<file path="src/rtl/mem_stream_writer.sv">
// Fill controller: loads a depth x width memory at addresses 0..depth-1
// from a valid/ready word stream, then holds DONE until restarted.
module mem_stream_writer #(
   parameter  int width = 5,
   parameter  int depth = 4,
   localparam int AW    = $clog2(depth),
   localparam int CW    = $clog2(depth + 1)
) (
   input  logic             CLK,
   input  logic             RESET,
   input  logic             START,
   input  logic [width-1:0] IN_DATA,
   input  logic             IN_VALID,
   output logic             IN_READY,
   output logic [width-1:0] WDATA,
   output logic [AW-1:0]    WADDR,
   output logic             WEN,
   output logic             DONE,
   output logic [CW-1:0]    COUNT
);

   typedef enum logic [1:0] {
      S_IDLE,
      S_FILL,
      S_FULL
   } state_t;

   localparam logic [AW-1:0] LAST = AW'(depth - 1);

   state_t           r_state;
   state_t           w_state_nxt;
   logic [AW-1:0]    r_ptr;
   logic [AW-1:0]    w_ptr_nxt;
   logic [CW-1:0]    r_count;
   logic [CW-1:0]    w_count_nxt;
   logic             r_wen;
   logic [AW-1:0]    r_waddr;
   logic [width-1:0] r_wdata;
   logic             w_ready;
   logic             w_hs;
   logic             w_last;

   assign w_ready = (r_state == S_FILL) && !START;
   assign w_hs    = IN_VALID && w_ready;
   assign w_last  = (r_ptr == LAST);

   always_ff @(posedge CLK) begin
      if (RESET) begin
         r_state <= S_IDLE;
         r_ptr   <= '0;
         r_count <= '0;
      end else begin
         r_state <= w_state_nxt;
         r_ptr   <= w_ptr_nxt;
         r_count <= w_count_nxt;
      end
   end

   // START outranks everything except reset; it can never coincide with
   // a handshake because it forces IN_READY low.
   always_comb begin
      w_state_nxt = r_state;
      w_ptr_nxt   = r_ptr;
      w_count_nxt = r_count;
      unique case (r_state)
         S_IDLE: ;
         S_FILL: begin
            if (w_hs) begin
               w_count_nxt = r_count + CW'(1);
               if (w_last) begin
                  w_state_nxt = S_FULL;
               end else begin
                  w_ptr_nxt = r_ptr + AW'(1);
               end
            end
         end
         S_FULL: ;
         default: w_state_nxt = S_IDLE;
      endcase
      if (START) begin
         w_state_nxt = S_FILL;
         w_ptr_nxt   = '0;
         w_count_nxt = '0;
      end
   end

   // Write port is registered; address/data hold when no write is issued.
   always_ff @(posedge CLK) begin
      if (RESET) begin
         r_wen   <= 1'b0;
         r_waddr <= '0;
         r_wdata <= '0;
      end else begin
         r_wen <= w_hs;
         if (w_hs) begin
            r_waddr <= r_ptr;
            r_wdata <= IN_DATA;
         end
      end
   end

   assign IN_READY = w_ready;
   assign WEN      = r_wen;
   assign WADDR    = r_waddr;
   assign WDATA    = r_wdata;
   assign DONE     = (r_state == S_FULL);
   assign COUNT    = r_count;

endmodule
</file>
<file path="config.mk">
export PLATFORM = sky130hd
export DESIGN_NAME = mem_stream_writer
export DESIGN_NICKNAME = d
export VERILOG_FILES = /design/src/rtl/mem_stream_writer.sv
export SDC_FILE = /design/constraint.sdc
export NUM_CORES = 1
export LEC_CHECK = 0
export CORE_UTILIZATION = 38
export DETAILED_ROUTE_END_ITERATION = 10
export PLACE_DENSITY = 0.72
export REMOVE_ABC_BUFFERS = 1
export SETUP_SLACK_MARGIN = 0.2
export SYNTH_ARGS = -nofsm -noshare
export SYNTH_HDL_FRONTEND = slang
export SYNTH_SLANG_ARGS = --single-unit
export TNS_END_PERCENT = 30
</file>
<file path="constraint.sdc">
create_clock -name CLK -period 1 [get_ports CLK]
set_input_delay 0.15 -clock CLK [delete_from_list [all_inputs] [get_ports CLK]]
set_output_delay 0.15 -clock CLK [all_outputs]
set_load 0.05 [all_outputs]
</file>
==> flow_summary.toml <==
[floorplanning]
dieArea_sq_um = 1790
start_util_pct = 40.9
rows = 14
io_pins = 22
core-area_sq_um = 1510
chipWidth_um = 42.3
dieHeight_um = 42.3

[routing]
via_per_inst = 5.03
drtIter0Drc = 7
routedWlPerCell_um = 11.1
routed_wl_um = 1320
antenna_left = 0
drt_first_pass_iters = 4
drc_errors = 0
vias = 598

[critical_path]
cp_slowest_stage_delay_ps = 360
reg2reg_slack_ps = -170
rr_worst_depth = 4
slowest_stage = "dfxtp_4"
crit_arrival_ps = 1060
r2r-start = "r_state[0]"
crit_family = "flip-flops"
r2r_end = "r_ptr[0]"
endpoint_kind = "primary output"
path_class = "register to primary output"
cp_max_fo = 4
path_cells = "nor3b_2 -> buf_4 -> buf_12"
startpoint_type = "register"
crit_buf_inv = 2
worst-path-stages = 3
cp.required_ps = 850

[logic_synthesis]
synth_top_area_share_pct = 48.7
yosysSeqAreaShare_pct = 48.7
synth-async-reset-ratio_pct = 0
synth_area_sq_um = 617
yosys-top-cells-area = "dfxtp_1 49%, nand2_1 10%, a21oi_1 8.9%"
synth_seq_cells = 15
yosysWarnings = 0
synth_area_leader_cell = "dfxtp_1"
synthesis.instances = 69
synth_top_flop_cell = "dfxtp_1"
synth-edff-count = 0
synth.distinct_cells = 21
avgSynthCellArea_sq_um = 8.94

[placed_design]
numPortBuffers = 21
finalWeightedCongestion = 0.781
dp_hpwl_um = 933
dp_cells = 113
postPlaceCellArea_sq_um = 1030

[sta]
final.setup.worst_slack_ps = -210
slew_headroom_pct = 70.5
setup_viol = 17
fmax_mhz = 826
whs_ps = 392
hold_viol = 0
period_share_pct = 121
fin_crit_ps = 1210
setup_tns_ps = -1100
finalMaxSlewViolations = 0
tightest_slew_ps = 442
fin_skew_ps = 3.73
rsz0062_at_grt = "true"

[clocking]
numClockSinks = 15
cts_tree = "yes"
cts_root_buf = "clkbuf_4"
clockBufferDepth = 2
numCtsBuffers = 3
clk_pin_slew_worst_paths_ps = 90
insertion_delay_ps = 280
htree_levels = 1

[grt]
antenna_found_initial = 0
grt_pass1_vias = 518
grt_pass1_wl_um = 2170
grt_max_degree = 12
overflow = 0
grt_usage_pct = 16.1

[cells_and_area]
layout_commonest_cell = "nand2_1"
final_cell_mix = "17 x nand2_1, 13 x buf_12, 11 x buf_4"
nets = 115
layout.cells.non_filler = 119
syn_to_final_growth_pct = 79.5
drive_above_1_share_pct = 42.7
final_cell_area_sq_um = 1110
n_antenna_cell = 0

[hold_path]
min-delay-start = "START"
whs_path_depth = 4
min_to = "r_state[0]"
min_path_type = "input port to register"

[job]
max_cap_viol_count = 0

[pwr]
power_density_nw_per_um2 = 1030
irDropWorstVdd_v = 0.000676
fin_total_pwr_mw = 1.14
p_leak_nw = 0.427

[status]
status = "finished, violations left"
violations = "negative setup slack"
layout make-up:
class                      count  area, sq um
sequential                    15          312
fill                         113          399
multi-input combinational     48          299
inverter                       2         7.51
timing repair buffer          34          443
clock buffer                   4         26.3
tap                           16         20.0
worst max path at each step:
| stage | startpoint | to |
|---|---|---|
| 2_1_floorplan | r_state[0] | IN_READY |
| 3_3_place_gp | IN_VALID | COUNT[0] |
| 3_5_place_dp | IN_VALID | COUNT[0] |
| 4_1_cts | r_state[0] | IN_READY |
| 5_1_grt | r_state[0] | IN_READY |
| 6_report | r_state[0] | IN_READY |
Yosys cell counts (2+ instances only):
cell / n
a21oi_1: 11
buf_2: 2
inv_1: 2
nand2_1: 17
ha_1: 2
dfxtp_1: 15
or3_1: 2
nor2_1: 4
o21ai_0: 2
worst min-delay path, delay by kind of cell:
| family | cells | cell delay [ps] |
|---|---|---|
| buffers and inverters | 2 | 390 |
| AO/OA/AOI/OAI | 1 | 30 |
| AND/OR/NAND/NOR | 1 | 70 |
per-layer routing:
layer / vias to the layer above / part of all wire [%] / GRT usage (%)
met1: 274 / 46 / 19.8
met3: 4 / 5.8 / 3.02
met2: 21 / 46 / 26.2
met4: 0 / 1.8 / 9.38
met5: - / 0 / 0
li1: 299 / - / -
repair_timing:
item                       CTS  global route
hold buffers                 0             0
setup buffers                1             1
setup endpoints to repair   28            28
resized for setup           14             3
pin swaps                    3             0
state kept, by name, summed over array words and instances, names as in the netlist:
signal / count
WEN: 1
r_ptr: 2
WADDR: 2
r_state: 2
COUNT: 3
WDATA: 5
power by group:
group	total, mW	internal [mW]	switching, mW
Sequential	0.617	0.607	0.00947
Combinational	0.177	0.0955	0.0812
Clock	0.344	0.155	0.189
Total	1.14	0.858	0.280
metrics by stage:
stage,worst slack (ps),util (%)
2_1_floorplan,-720,-
3_3_place_gp,-386,68.7
3_5_place_dp,-404,68.7
4_1_cts,-228,72.6
5_1_grt,-251,73.5
6_report,-210,73.5
cell families after synthesis:
kind of cell / synth area share [%]
buffers and inverters: 5.27
and+or+nand+nor: 26.8
xor gates and xnor gates: 1.42
adders and majority gates: 4.06
DFF: 48.7
AOI/OAI and AO/OA: 13.8
No activity file was read; power rests on OpenSTA's default activity.
